--- config.mk ---
export PLATFORM = sky130hd
export DESIGN_NAME = stream_copy
export DESIGN_NICKNAME = d
export VERILOG_FILES = /design/src/rtl/stream_copy_pkg.sv /design/src/rtl/copy_fifo_buf.sv /design/src/rtl/stream_copy.sv
export SDC_FILE = /design/constraint.sdc
export NUM_CORES = 1
export LEC_CHECK = 0
export ABC_AREA = 1
export CAP_MARGIN = 20
export CORE_MARGIN = 8
export CORE_UTILIZATION = 25
export CTS_CLUSTER_SIZE = 24
export DETAILED_ROUTE_END_ITERATION = 6
export GPL_TIMING_DRIVEN = 0
export SLEW_MARGIN = 15
export SYNTH_ARGS = -nofsm -noshare
export SYNTH_HDL_FRONTEND = slang
export SYNTH_SLANG_ARGS = --single-unit
--- constraint.sdc ---
create_clock -name clk -period 8.8 [get_ports clk]
set_clock_uncertainty 0.2 [all_clocks]
set_input_delay 1.76 -clock clk [delete_from_list [all_inputs] [get_ports clk]]
set_output_delay 1.76 -clock clk [all_outputs]
set_load 0.01 [all_outputs]
--- src/rtl/stream_copy_pkg.sv ---
// Shared types and width helpers for the stream_copy engine.
package stream_copy_pkg;

    typedef enum logic [1:0] {
        ST_IDLE = 2'd0,
        ST_RUN  = 2'd1,
        ST_DONE = 2'd2
    } state_e;

    // Width of a counter that must represent 0..depth inclusive.
    function automatic int cnt_w(input int depth);
        return $clog2(depth + 1);
    endfunction

endpackage

--- src/rtl/copy_fifo_buf.sv ---
// Power-of-two synchronous FIFO holding read data until the destination accepts it.
module copy_fifo_buf
    import stream_copy_pkg::*;
#(
    parameter int DATA_W     = 32,
    parameter int FIFO_DEPTH = 4,
    localparam int PTR_W     = $clog2(FIFO_DEPTH),
    localparam int OCC_W     = cnt_w(FIFO_DEPTH)
) (
    input  logic              clk,
    input  logic              rst_n,
    input  logic              push,
    input  logic [DATA_W-1:0] push_data,
    input  logic              pop,
    output logic [DATA_W-1:0] head,
    output logic              empty,
    output logic [OCC_W-1:0]  occ
);

    logic [DATA_W-1:0] mem_q [FIFO_DEPTH];
    logic [PTR_W-1:0]  wr_ptr_q, wr_ptr_d;
    logic [PTR_W-1:0]  rd_ptr_q, rd_ptr_d;
    logic [OCC_W-1:0]  occ_q, occ_d;

    always_comb begin
        wr_ptr_d = wr_ptr_q + PTR_W'(push);
        rd_ptr_d = rd_ptr_q + PTR_W'(pop);
        occ_d    = occ_q + OCC_W'(push) - OCC_W'(pop);
    end

    always_ff @(posedge clk or negedge rst_n) begin
        if (!rst_n) begin
            wr_ptr_q <= '0;
            rd_ptr_q <= '0;
            occ_q    <= '0;
        end else begin
            wr_ptr_q <= wr_ptr_d;
            rd_ptr_q <= rd_ptr_d;
            occ_q    <= occ_d;
        end
    end

    // Storage needs no reset: emptiness is carried entirely by occ_q.
    always_ff @(posedge clk) begin
        if (push) begin
            mem_q[wr_ptr_q] <= push_data;
        end
    end

    assign head  = mem_q[rd_ptr_q];
    assign empty = (occ_q == '0);
    assign occ   = occ_q;

endmodule

--- src/rtl/stream_copy.sv ---
// Memory-to-memory streaming copy engine with credit-limited reads and write back-pressure.
//   state   | meaning
//   IDLE    | waiting for tstart; bases and length latched on launch
//   RUN     | issuing reads and draining the buffer into the destination
//   DONE    | one-cycle tdone pulse, then back to IDLE
module stream_copy
    import stream_copy_pkg::*;
#(
    parameter int DATA_W     = 32,
    parameter int ADDR_W     = 8,
    parameter int RD_LAT     = 1,
    parameter int FIFO_DEPTH = 4
) (
    input  logic              clk,
    input  logic              rst_n,
    input  logic              tstart,
    input  logic [ADDR_W-1:0] tsrc,
    input  logic [ADDR_W-1:0] tdst,
    input  logic [ADDR_W:0]   tlen,
    output logic              tbusy,
    output logic              tdone,
    output logic [ADDR_W-1:0] v0_addr,
    output logic              v0_rd_en,
    input  logic [DATA_W-1:0] v0_rd_data,
    output logic [ADDR_W-1:0] v1_addr,
    output logic              v1_wr_en,
    output logic [DATA_W-1:0] v1_wr_data,
    input  logic              v1_wr_ready
);

    localparam int            CNT_W   = cnt_w(FIFO_DEPTH);
    localparam logic [ADDR_W:0] LEN_ONE = (ADDR_W+1)'(1);

    state_e              state_q, state_d;
    logic [ADDR_W-1:0]   src_q, src_d;
    logic [ADDR_W-1:0]   dst_q, dst_d;
    logic [ADDR_W:0]     rd_rem_q, rd_rem_d;
    logic [ADDR_W:0]     wr_rem_q, wr_rem_d;
    logic [RD_LAT-1:0]   vld_q, vld_d;

    logic                rd_issue;
    logic                wr_accept;
    logic                buf_push;
    logic                buf_empty;
    logic [DATA_W-1:0]   buf_head;
    logic [CNT_W-1:0]    buf_occ;
    logic [CNT_W-1:0]    inflight;
    logic [CNT_W-1:0]    outstanding;

    always_comb begin
        inflight = '0;
        for (int i = 0; i < RD_LAT; i++) begin
            inflight = inflight + CNT_W'(vld_q[i]);
        end
    end

    // Every issued read owns a buffer slot until its write is accepted.
    assign outstanding = buf_occ + inflight;
    assign rd_issue    = (state_q == ST_RUN) && (rd_rem_q != '0)
                         && (outstanding < CNT_W'(FIFO_DEPTH));
    assign wr_accept   = (state_q == ST_RUN) && !buf_empty && v1_wr_ready;
    assign buf_push    = vld_q[RD_LAT-1];
    assign vld_d       = RD_LAT'({vld_q, rd_issue});

    always_comb begin
        state_d  = state_q;
        src_d    = src_q;
        dst_d    = dst_q;
        rd_rem_d = rd_rem_q;
        wr_rem_d = wr_rem_q;
        case (state_q)
            ST_IDLE: begin
                if (tstart) begin
                    src_d    = tsrc;
                    dst_d    = tdst;
                    rd_rem_d = tlen;
                    wr_rem_d = tlen;
                    state_d  = (tlen == '0) ? ST_DONE : ST_RUN;
                end
            end
            ST_RUN: begin
                if (rd_issue) begin
                    src_d    = src_q + ADDR_W'(1);
                    rd_rem_d = rd_rem_q - LEN_ONE;
                end
                if (wr_accept) begin
                    dst_d    = dst_q + ADDR_W'(1);
                    wr_rem_d = wr_rem_q - LEN_ONE;
                    if (wr_rem_q == LEN_ONE) begin
                        state_d = ST_DONE;
                    end
                end
            end
            ST_DONE: begin
                state_d = ST_IDLE;
            end
            default: begin
                state_d = ST_IDLE;
            end
        endcase
    end

    always_ff @(posedge clk or negedge rst_n) begin
        if (!rst_n) begin
            state_q  <= ST_IDLE;
            src_q    <= '0;
            dst_q    <= '0;
            rd_rem_q <= '0;
            wr_rem_q <= '0;
            vld_q    <= '0;
        end else begin
            state_q  <= state_d;
            src_q    <= src_d;
            dst_q    <= dst_d;
            rd_rem_q <= rd_rem_d;
            wr_rem_q <= wr_rem_d;
            vld_q    <= vld_d;
        end
    end

    copy_fifo_buf #(
        .DATA_W     (DATA_W),
        .FIFO_DEPTH (FIFO_DEPTH)
    ) u_buf (
        .clk       (clk),
        .rst_n     (rst_n),
        .push      (buf_push),
        .push_data (v0_rd_data),
        .pop       (wr_accept),
        .head      (buf_head),
        .empty     (buf_empty),
        .occ       (buf_occ)
    );

    assign tbusy      = (state_q != ST_IDLE);
    assign tdone      = (state_q == ST_DONE);
    assign v0_addr    = src_q;
    assign v0_rd_en   = rd_issue;
    assign v1_addr    = dst_q;
    assign v1_wr_en   = (state_q == ST_RUN) && !buf_empty;
    // Buffer storage is unreset, so hide it while no write is presented.
    assign v1_wr_data = v1_wr_en ? buf_head : '0;

endmodule

==> out/qor.yml <==
synthSimpleGateAreaFrac: 0.2053
ioPinCount: 113
synth.avg_cell_area_um2: 9.693
cts.clk_slew.worst_paths_ns: 0.07
cts.sinks: 172
drt_iter0_markers: 352
hp-start: "wr_rem_q[7]$_DFFE_PN0P_"
syn2layout_area_growth_pct: 31.01
synth_xor_area_frac: 0.004529
hold_violations: 0
avgViaCountPerCell: 4.401
drcViolationCount: 0
hold_end: "wr_rem_q[7]$_DFFE_PN0P_"
synth_top_flop_cell: "edfxtp_1"
dieArea_um2: 36820
maxUsedRoutingLayer: "met4"
rr_endpoint: "u_buf.occ[2]$_DFF_PN0_"
cts_buffers: 17
grt_pass1_vias: 5942
gp_congestion: 0.8612
synth_seq_cells: 172
p_leak_nw: 3.997
antenna_found_initial: 0
period_minus_slack_ns: 4.774
grt_overflow: 0
worst_pin_slew_ns: 0.8070
crit_arrival_ns: 2.81
finalCritPeriodShare: 0.5426
synth_edf_count: 128
r2r-start: "state_q[0]$_DFFE_PN0P_"
async_flop_share: 0.2558
setup_ws_ns: 4.026
cts_buffer_depth: 2
powerDensity_nw_per_um2: 383.5
start_util: 0.2535
cp_max_fo: 10
hold_path_depth: 2
dr.pass1.iters: 5
finalPower_mw: 3.886
synthCells: 798
htreeDepth: 4
synth_top_family_by_area: "simple AND/OR/NAND/NOR gates"
crit_type: "register to output pin"
grt_first_pass_wirelength_um: 32510
synth_cell_types: 31
wl_per_cell_um: 15.08
wl_met2_um: 9396
fmax_mhz: 209.4
critPathLaunchType: "register"
maxCapViolCount: 0
r2r_cells: 8
synthAdderAreaFrac: 0.01779
slew_headroom: 0.4591
wl_met1_um: 9843
dp_hpwl_um: 14940
core_area_um2: 30510
dp.cells: 1323
dr_wl_met3_um: 1104
cts_setup_buffers: 0
ant_nets: 0
setup.worst_path.end_class: "output pin"
place_ws_ns: 4.470
tns_ns: 0
ir_drop_mv: 0.1480
die-width_um: 191.9
synth_seq_area_share: 0.6393
drt_wl_total_um: 20450
finalNonFillerCells: 1356
numPortBuffers: 112
worstSkewPairLatency_ns: 0.42
track_usage: 0.1130
fin_nets: 1018
grt_max_degree: 24
synthesis.nets: 870
synth-compound-area-share: 0.08978
synthMuxAreaShare: 0
hold_class: "register to register"
syn_area_um2: 7735
vias: 5968
die_height_um: 191.9
reg2reg_slack_ns: 6.22
required_ns: 6.84
rsz0062_at_grt: "false"
layout-drive-gt1-share: 0.07925
holdBufCountCts: 0
yosys_warnings: 0
slew_violations: 0
status: "completed"
fin_util: 0.3321
rows: 64
setup_viol: 0
clock-root-buffer: "clkbuf_16"
post_cts_resized: 0
cts_tree: "done"
## flip-flops by register name, indices dropped and copies added (netlist names), 3 cells and up
signal	cells
v0_addr	8
u_buf.occ	3
v1_addr	8
rd_rem_q	9
u_buf.mem_q	128
wr_rem_q	9
## how the worst max path moves through the flow
stage                                startpoint  slack [ns]                           end  cells past startpoint
CTS                      state_q[0]$_DFFE_PN0P_        3.99                v1_wr_data[30]                      6
finish                   state_q[0]$_DFFE_PN0P_        4.03                v1_wr_data[21]                      6
global placement             buf_push$_DFF_PN0_        3.50  u_buf.mem_q[1][24]$_DFFE_PP_                      2
floorplan           u_buf.wr_ptr_q[1]$_DFF_PN0_        5.46   u_buf.mem_q[3][0]$_DFFE_PP_                      2
detailed placement       state_q[0]$_DFFE_PN0P_        4.47                v1_wr_data[30]                      6
global route        u_buf.rd_ptr_q[1]$_DFF_PN0_        3.81                v1_wr_data[21]                      7
## stage by stage
stage	instance area, µm²	hold WS (ns)
after floorplan	7735	0.2412
after global placement	9351	0.2664
after detailed placement	9540	0.2669
after CTS	10130	0.2875
after global routing	10130	0.3248
final	10130	0.2858
## critical path, cell delays in order (launching register included)
cell and delay, ns:
dfrtp_1 0.49, inv_2 0.13, nor2_8 0.17, nand2_1 0.27, clkbuf_1 0.35, a21oi_1 0.37
clkdlybuf4s50_1 0.61
## area by class of cell
cell class                      count  area, µm²
Tap cell                          396      495.5
Inverter                           49      183.9
Buffer                             34      151.4
Fill cell                        3090      20380
Antenna cell                        1      2.502
Clock buffer                       17      425.4
Timing Repair Buffer              129       1290
Clock inverter                     15      165.2
Sequential cell                   172       4945
Multi-Input combinational cell    543       2475
## cell families after synthesis
group                    after synthesis
AO/OA/AOI/OAI                        135
XOR/XNOR                               4
adder cells (fa/ha/maj)               11
buffers and inverters                 83
flip-flops                           172
AND/OR/NAND/NOR                      393
## synth_stat cells (2+ instances only)
master / count / area (µm²)
a21oi_1: 36 / 180.2
inv_2: 3 / 11.26
nor3_1: 5 / 25.02
o21bai_1: 2 / 15.01
ha_1: 11 / 137.6
o21ai_1: 4 / 20.02
dfrtp_1: 44 / 1101
edfxtp_1: 128 / 3844
nand4_1: 6 / 37.54
a21oi_2: 2 / 17.52
buf_1: 8 / 30.03
inv_1: 45 / 168.9
buf_4: 2 / 15.01
clkbuf_1: 16 / 60.06
buf_2: 7 / 35.03
o21ai_0: 88 / 440.4
nand2_2: 2 / 12.51
nand3_1: 38 / 190.2
nor2_1: 169 / 634.4
or2_2: 2 / 12.51
nand2_1: 167 / 626.9
xor2_1: 4 / 35.03
## routing by layer
metal  vias up  GRT usage
li1       2972          -
met1      2836     0.1513
met2       151     0.1789
met3         9    0.02959
met4         0    0.02960
met5         -          0
## power breakdown
part	leakage (nW)	internal [mW]	switching, mW
combinational	2.00	0.754	1.15
sequential	1.70	1.11	0.126
clock	0.290	0.385	0.364
total	4.00	2.25	1.64
## layout by cell type, fill, tap and decap left out, types with 3 or more instances in the layout
| cell type | count |
|---|---|
| clkbuf_1 | 16 |
| a21oi_1 | 36 |
| clkbuf_16 | 17 |
| inv_8 | 8 |
| nor2_1 | 169 |
| buf_2 | 8 |
| inv_1 | 45 |
| buf_4 | 11 |
| clkdlybuf4s50_1 | 111 |
| nor3_2 | 4 |
| buf_1 | 8 |
| inv_6 | 3 |
| dfrtp_1 | 44 |
| o21ai_0 | 88 |
| nand2_1 | 167 |
| nand4_1 | 6 |
| inv_2 | 3 |
| ha_1 | 11 |
| buf_6 | 8 |
| o21ai_1 | 4 |
| nand3_1 | 38 |
| edfxtp_1 | 128 |
| xor2_1 | 4 |
(Power assumes the default switching activity.)
